==> config.mk <==
export PLATFORM = sky130hd
export DESIGN_NAME = fma16_pack
export DESIGN_NICKNAME = d
export VERILOG_FILES = /design/src/rtl/fma16_pkg.sv /design/src/rtl/fma16_round.sv /design/src/rtl/fma16_pack.sv
export SDC_FILE = /design/constraint.sdc
export NUM_CORES = 1
export LEC_CHECK = 0
export CAP_MARGIN = 20
export CORE_MARGIN = 5
export CORE_UTILIZATION = 48
export CTS_CLUSTER_SIZE = 28
export DETAILED_ROUTE_END_ITERATION = 6
export GPL_TIMING_DRIVEN = 0
export PLACE_DENSITY_LB_ADDON = 0.1
export SLEW_MARGIN = 30
export SYNTH_ARGS = -nofsm -noshare
export SYNTH_HDL_FRONTEND = slang
export SYNTH_SLANG_ARGS = --single-unit
==> constraint.sdc <==
create_clock -name clk -period 3.6 [get_ports clk]
set_clock_uncertainty 0.2 [all_clocks]
set_input_delay 0.72 -clock clk [delete_from_list [all_inputs] [get_ports clk]]
set_output_delay 0.72 -clock clk [all_outputs]
set_load 0.02 [all_outputs]
==> src/rtl/fma16_pkg.sv <==
// fma16_pkg: types and constants that the fp16 FMA pack stage shares with its
// rounding sub-module.
//   roundmode_t  : 2-bit rounding-mode encoding (RZ, RNE, RD, RU)
//   pack_state_t : pack-stage control states
//   NV/OF/UF/NX  : bit positions inside the 4-bit flags vector
//   BIAS, QNAN, INF, MAXFIN : binary16 encoding constants
package fma16_pkg;

  typedef enum logic [1:0] {
    RZ  = 2'b00,
    RNE = 2'b01,
    RD  = 2'b10,
    RU  = 2'b11
  } roundmode_t;

  typedef enum logic [1:0] {
    IDLE  = 2'd0,
    NORM  = 2'd1,
    ROUND = 2'd2,
    OUT   = 2'd3
  } pack_state_t;

  localparam int unsigned NV = 3;
  localparam int unsigned OF = 2;
  localparam int unsigned UF = 1;
  localparam int unsigned NX = 0;

  localparam int          BIAS   = 15;
  localparam logic [15:0] QNAN   = 16'h7E00;
  localparam logic [15:0] INF    = 16'h7C00;
  localparam logic [15:0] MAXFIN = 16'h7BFF;

endpackage

==> src/rtl/fma16_round.sv <==
// fma16_round: combinational rounder and packer for binary16.
//   sign     : result sign
//   exponent : biased exponent of mant[W-1], already >= 1 (normalized/subnormal)
//   mant     : normalized significand, binary point after bit W-1
//   sticky   : OR of bits dropped before this stage
//   rm       : rounding mode
//   result   : packed binary16 value
//   of/uf/nx : overflow, underflow (tiny and inexact), inexact
module fma16_round
  import fma16_pkg::*;
#(
  parameter int unsigned W  = 24,
  parameter int unsigned EW = 8
) (
  input  logic                 sign,
  input  logic signed [EW-1:0] exponent,
  input  logic [W-1:0]         mant,
  input  logic                 sticky,
  input  roundmode_t           rm,
  output logic [15:0]          result,
  output logic                 of,
  output logic                 uf,
  output logic                 nx
);

  localparam logic signed [EW:0] EMAX = (EW+1)'(2*BIAS + 1);

  logic [10:0]        sig;
  logic [10:0]        sig_r;
  logic [11:0]        sum;
  logic               guard, st, inexact, inc, carry, hidden, tiny, away;
  logic signed [EW:0] exp_r;

  always_comb begin
    sig     = mant[W-1 -: 11];
    guard   = mant[W-12];
    st      = (|mant[W-13:0]) | sticky;
    inexact = guard | st;

    if (rm == RNE)      inc = guard & (st | sig[0]);
    else if (rm == RD)  inc = sign & inexact;
    else if (rm == RU)  inc = ~sign & inexact;
    else                inc = 1'b0;

    sum   = {1'b0, sig} + {11'b0, inc};
    carry = sum[11];
    // A carry out leaves 1.0 in the significand and bumps the exponent; a
    // subnormal that rounds up into bit 10 becomes normal with exponent 1.
    sig_r  = carry ? 11'h400 : sum[10:0];
    exp_r  = {exponent[EW-1], exponent} + {{EW{1'b0}}, carry};
    hidden = sig_r[10];
    tiny   = ~mant[W-1];

    away = (rm == RNE) || (rm == RU && !sign) || (rm == RD && sign);
    of   = hidden && (exp_r >= EMAX);

    if (of) begin
      result = (away ? INF : MAXFIN) | {sign, 15'h0};
      nx     = 1'b1;
      uf     = 1'b0;
    end else begin
      result = {sign, (hidden ? exp_r[4:0] : 5'd0), sig_r[9:0]};
      nx     = inexact;
      uf     = tiny & inexact;
    end
  end

endmodule

==> src/rtl/fma16_pack.sv <==
// fma16_pack: back end of the fp16 FMA datapath. Accepts an unrounded
// sign/exponent/significand from the adder stage over valid/ready, normalizes,
// rounds and packs a binary16 result with flags. One operation in flight.
//   clk, reset          : clock, synchronous active-high reset
//   in_valid/in_ready   : input handshake
//   in_sign/exp/mant    : unrounded value, exponent of mant[W-1] biased by 15
//   in_sticky           : OR of bits discarded upstream
//   in_zero/inf/nan     : special-result indications
//   in_invalid          : invalid operation occurred
//   roundmode           : 00 RZ, 01 RNE, 10 RD, 11 RU
//   out_valid/out_ready : output handshake; result/flags held while waiting
//   result, flags       : binary16 value, {invalid, overflow, underflow, inexact}
// Build option FMA16_PACK_LZC_EN: normalize in a single cycle using a
// leading-zero count and barrel shift instead of one bit per cycle.
module fma16_pack
  import fma16_pkg::*;
#(
  parameter int unsigned W  = 24,
  parameter int unsigned EW = 8
) (
  input  logic                 clk,
  input  logic                 reset,
  input  logic                 in_valid,
  output logic                 in_ready,
  input  logic                 in_sign,
  input  logic signed [EW-1:0] in_exp,
  input  logic [W-1:0]         in_mant,
  input  logic                 in_sticky,
  input  logic                 in_zero,
  input  logic                 in_inf,
  input  logic                 in_nan,
  input  logic                 in_invalid,
  input  logic [1:0]           roundmode,
  output logic                 out_valid,
  input  logic                 out_ready,
  output logic [15:0]          result,
  output logic [3:0]           flags
);

  localparam logic signed [EW-1:0] ONE_E = EW'(1);

  pack_state_t          state;
  logic                 sign_q, sticky_q, invalid_q;
  logic signed [EW-1:0] exp_q, n_exp;
  logic [W-1:0]         mant_q, n_mant;
  logic                 n_sticky, norm_done;
  roundmode_t           rm_q;
  logic [15:0]          result_q, rnd_result, special_result;
  logic [3:0]           flags_q, rnd_flags, special_flags;
  logic                 rnd_of, rnd_uf, rnd_nx, special;

  assign in_ready  = (state == IDLE);
  assign out_valid = (state == OUT);
  assign result    = result_q;
  assign flags     = flags_q;

  // A zero significand with sticky set is a tiny nonzero value, not a zero.
  always_comb begin
    special        = 1'b1;
    special_result = {in_sign, 15'h0};
    special_flags  = '0;
    special_flags[NV] = in_invalid;
    if (in_nan)
      special_result = QNAN;
    else if (in_inf)
      special_result = INF | {in_sign, 15'h0};
    else if (in_zero || (in_mant == '0 && !in_sticky))
      special_result = {in_sign, 15'h0};
    else
      special = 1'b0;
  end

`ifdef FMA16_PACK_LZC_EN
  // Lands on the same mant/exp/sticky the 1-bit-per-cycle walk would reach:
  // right shift up to exponent 1 (everything to sticky past W bits), or left
  // shift by the leading-zero count limited so the exponent stops at 1.
  int                   e_i, amt, lim, sh, lz;
  logic [W-1:0]         lost_mask;

  always_comb begin
    n_mant    = mant_q;
    n_exp     = exp_q;
    n_sticky  = sticky_q;
    norm_done = 1'b1;
    lost_mask = '0;
    amt       = 0;
    lim       = 0;
    sh        = 0;
    lz        = int'(W);
    e_i       = {{(32-EW){exp_q[EW-1]}}, exp_q};
    for (int unsigned i = 0; i < W; i++)
      if (mant_q[i]) lz = int'(W - 1 - i);
    if (e_i < 1) begin
      amt = 1 - e_i;
      if (amt >= int'(W)) begin
        n_sticky = sticky_q | (|mant_q);
        n_mant   = '0;
      end else begin
        lost_mask = ~({W{1'b1}} << amt);
        n_sticky  = sticky_q | (|(mant_q & lost_mask));
        n_mant    = mant_q >> amt;
      end
      n_exp = ONE_E;
    end else begin
      lim    = e_i - 1;
      sh     = (lz < lim) ? lz : lim;
      n_mant = mant_q << sh;
      n_exp  = exp_q - sh[EW-1:0];
    end
  end
`else
  localparam logic signed [EW-1:0] CAP_E = EW'(1 - int'(W));

  always_comb begin
    n_mant    = mant_q;
    n_exp     = exp_q;
    n_sticky  = sticky_q;
    norm_done = 1'b0;
    if (exp_q < CAP_E) begin
      n_mant   = '0;
      n_sticky = sticky_q | (|mant_q);
      n_exp    = ONE_E;
    end else if (exp_q < ONE_E) begin
      n_mant   = mant_q >> 1;
      n_sticky = sticky_q | mant_q[0];
      n_exp    = exp_q + ONE_E;
    end else if (!mant_q[W-1] && exp_q > ONE_E) begin
      n_mant = mant_q << 1;
      n_exp  = exp_q - ONE_E;
    end else begin
      norm_done = 1'b1;
    end
  end
`endif

  fma16_round #(
    .W  (W),
    .EW (EW)
  ) u_round (
    .sign     (sign_q),
    .exponent (exp_q),
    .mant     (mant_q),
    .sticky   (sticky_q),
    .rm       (rm_q),
    .result   (rnd_result),
    .of       (rnd_of),
    .uf       (rnd_uf),
    .nx       (rnd_nx)
  );

  always_comb begin
    rnd_flags     = '0;
    rnd_flags[NV] = invalid_q;
    rnd_flags[OF] = rnd_of;
    rnd_flags[UF] = rnd_uf;
    rnd_flags[NX] = rnd_nx;
  end

  always_ff @(posedge clk) begin
    if (reset) begin
      state    <= IDLE;
      result_q <= '0;
      flags_q  <= '0;
    end else begin
      case (state)
        IDLE: begin
          if (in_valid) begin
            sign_q    <= in_sign;
            exp_q     <= in_exp;
            mant_q    <= in_mant;
            sticky_q  <= in_sticky;
            invalid_q <= in_invalid;
            rm_q      <= roundmode_t'(roundmode);
            if (special) begin
              result_q <= special_result;
              flags_q  <= special_flags;
              state    <= OUT;
            end else begin
              state <= NORM;
            end
          end
        end
        NORM: begin
          mant_q   <= n_mant;
          exp_q    <= n_exp;
          sticky_q <= n_sticky;
          if (norm_done) state <= ROUND;
        end
        ROUND: begin
          result_q <= rnd_result;
          flags_q  <= rnd_flags;
          state    <= OUT;
        end
        OUT: begin
          if (out_ready) state <= IDLE;
        end
        default: state <= IDLE;
      endcase
    end
  end

endmodule

==> metrics.md <==
| Metric | Value |
|---|---|
| Status | complete, but fails checks |
| Failing checks | setup timing |
| Placement Setup Slack | -0.5720 ns |
| Max-slew violations | 0 |
| Post-Syn Area | 3761 sq um |
| Drt pass-1 iters | 5 |
| ANT cells | 0 |
| Static leakage | 1.928 nW |
| Fin nets | 524 |
| Num CTS Buffers | 9 |
| Global routing met1 resource utilization | 27.24% |
| Gate Count Post-Synth | 380 |
| Most frequent cells in the layout | clkdlybuf4s50_1, edfxtp_1, inv_1 |
| Row cnt | 32 |
| CTS tree | yes |
| Via count | 3233 |
| Worst Path Required | 3.63 ns |
| Remaining DRCs | 0 |
| Synth cell types | 67 |
| Num ports | 66 |
| Post-DRT Antenna Nets | 0 |
| Worst setup path category | flop to flop |
| DRT iter0 DRCs | 184 |
| Mean Syn Cell Area | 9.898 sq um |
| Core ar. | 7687 sq um |
| Register area | 1551 sq um |
| Combinational share of power | 48.6% |
| GRT Total Usage | 19.85% |
| # setup viols final | 18 |
| Vias in the first global route | 3181 |
| Final hold violation count | 0 |
| Die area | 9706 sq um |
| VDD IR max | 0.2971 mV |
| FMAX | 0.2641 GHz |
| Setup crit end kind | flop |
| Initial core utilization | 48.93% |
| Final WL | 9559 um |
| Final period util | 105.2% |
| First-pass GRT wire length | 15700 um |
| GRT Residual Overflow | 0 |
| Max-cap violations | 0 |
| Routed len/inst | 16.60 um |
| Worst Tran Pin Value | 0.7621 ns |
| Share of layout cells above drive strength 1 | 17.51% |
| Placed instance area | 4588 sq um |
| Most common cell after layout, fill and taps aside | clkdlybuf4s50_1 |
| Placed instance count | 547 |
| Setup TNS | -2.232 ns |
| Largest net degree at the start of global routing | 20 |
| Syn_nets | 435 |
| Setup WS post-layout | -0.1866 ns |
| Hold WC Path Type | flop to flop |
| Power per cell area | 715.6 nW/um^2 |
| Worst EP arrival | 3.82 ns |
| Switching share of power | 39.22% |
| Synth warn | 0 |
| Sequential area share after synthesis | 41.25% |
| Number of synthesized flops with an enable pin | 37 |
| Clock-pin slew on the worst setup and hold paths | 0.07 ns |
| Gpl congestion | 0.8469 |
| H-Tree Depth | 3 |
| Die Ht | 98.52 um |
| Max Root-Sink Buffers | 2 |
| Internal power | 0.002180 W |
| DPL Wire Length | 7012 um |
| Clock latency on the worst-skew pair | 0.34 ns |
| Routed vias/inst | 5.613 |
| Finished Cell Area | 5012 sq um |
| Ys async rst share | 0% |
| GRT met2 Usage | 31.41% |
| Port Buffer Count | 64 |
| Clock Power Share | 18.5% |
| Routing usage on met3 | 5.379% |
| Multi-input logic area | 2018 sq um |
| Fill cell count | 662 |
| Initial antenna violation count | 0 |
| Die width | 98.52 um |
| Clock root cell | clkbuf_8 |
| Switching Power | 0.001407 W |
| Flops & latches, synth | 59 |
| Syn-to-layout area delta | 33.27% |
| Reg power frac | 32.9% |
| Non-Filler Instances | 576 |
| Most Used Layer, Global Route | met2 |
| Ys flop type | edfxtp_1 |
| Crit start category | flop |
| Max-slew headroom | 48.96% |
| Worst-path fanout max | 6 |
| Sink Count | 59 |
| RSZ-0062 raised after global routing | yes |
| Minimum clock period | 3.787 ns |
[through the flow]
stage	util, %	hold slack (ns)	total power [W]
finish	65.20	0.2714	0.003587
global route	65.20	0.2806	0.003817
CTS	65.04	0.2585	0.003592
detailed placement	59.68	0.2490	0.002807
global placement	59.23	0.2399	0.002756
floorplan	-	0.3096	0.002298
[final cells by class]
class / count / share of cell area, %
clock inverters: 5 / 1.548
clock buffers: 11 / 2.621
inverters: 34 / 2.546
flip-flops and latches: 59 / 30.95
well taps: 102 / 2.546
plain buffers: 25 / 3.869
multi-input cells: 261 / 40.26
repair buffers: 79 / 15.65
[path summary, 6_finish.rpt]
path | startpoint | endpoint | slack [ns] | cells after the start
worst max-delay path | mant_q[10] | result[8] | -0.19 | 17
worst min-delay path | flags[1] | flags[1] | 0.27 | 2
worst max register to register | mant_q[10] | result[8] | -0.19 | 17
worst min register to register | flags[1] | flags[1] | 0.27 | 2
[sequential cells by signal, indices dropped and copies added, names as in the netlist]
signal     cells
flags          4
exp_q          8
mant_q        24
invalid_q      1
sticky_q       1
rm_q           2
sign_q         1
state          2
result        16
[power groups by stage]
stage / clock network, W / registers [W] / logic (W)
2_1_floorplan: 0 / 0.00120 / 0.00110
3_3_place_gp: 0 / 0.00118 / 0.00158
3_5_place_dp: 0 / 0.00118 / 0.00163
4_1_cts: 0.000668 / 0.00118 / 0.00175
5_1_grt: 0.000702 / 0.00121 / 0.00191
6_report: 0.000664 / 0.00118 / 0.00174
[routing by layer]
metal	wire, um	vias up	share of wire [%]
met2	4411	104	46
met4	110	0	1.2
met5	0	-	0
met1	4480	1514	47
li1	-	1601	-
met3	555	14	5.8
[Yosys cell counts (3+ instances only)]
| cell type | count | area (sq um) |
|---|---|---|
| dfxtp_1 | 22 | 440.4 |
| a31oi_1 | 9 | 56.30 |
| nor2b_1 | 4 | 25.02 |
| nor4_1 | 11 | 68.82 |
| a21oi_1 | 15 | 75.07 |
| ha_1 | 11 | 137.6 |
| o21ai_1 | 3 | 15.01 |
| clkbuf_8 | 3 | 41.29 |
| clkbuf_1 | 11 | 41.29 |
| nand2_1 | 27 | 101.4 |
| buf_2 | 6 | 30.03 |
| mux2i_1 | 26 | 260.3 |
| nand3_1 | 9 | 45.04 |
| nor3_1 | 8 | 40.04 |
| nor2_1 | 22 | 82.58 |
| edfxtp_1 | 37 | 1111 |
| xor2_1 | 6 | 52.55 |
| o22ai_1 | 25 | 156.4 |
| nand4_1 | 6 | 37.54 |
| a221o_1 | 4 | 40.04 |
| and3_2 | 4 | 30.03 |
| xnor2_1 | 9 | 78.83 |
| inv_1 | 34 | 127.6 |
| o21ai_0 | 7 | 35.03 |
| a211oi_1 | 3 | 22.52 |
| a22o_1 | 5 | 43.79 |
| a31o_1 | 3 | 26.28 |
| o2111ai_1 | 3 | 26.28 |
[worst max-delay path, stage by stage (launching register included)]
cell and delay [ns]:
edfxtp_1 0.43, nor4_2 0.29, nand4_1 0.23, o31ai_2 0.28
nor2_1 0.07, ha_2 0.17, and2_4 0.15, and3_4 0.17
and3_4 0.16, ha_4 0.17, ha_4 0.21, nand2_2 0.06
nor3_2 0.04, a32oi_2 0.31, a21bo_2 0.25, buf_6 0.15
o311ai_4 0.09, a22o_1 0.22
[cells by family (layout without fill, tap and decap cells)]
logic type               after synthesis  after routing  share of synthesized area, %
multiplexers                          28             28                         7.618
adder cells (fa/ha/maj)               11             11                         3.659
AND/OR/NAND/NOR                      105            105                         14.97
XOR/XNOR                              15             15                         3.493
AO/OA/AOI/OAI                        102            102                         20.16
buffers and inverters                 60            154                         8.849
flip-flops                            59             59                         41.25
[timing repair]
item	CTS	global route
pin swaps	23	17
gates resized for setup	20	4
setup endpoints to repair	18	18
hold buffers	0	0
buffers inserted	12	2
Note: power is estimated with default switching activity, not from simulation.
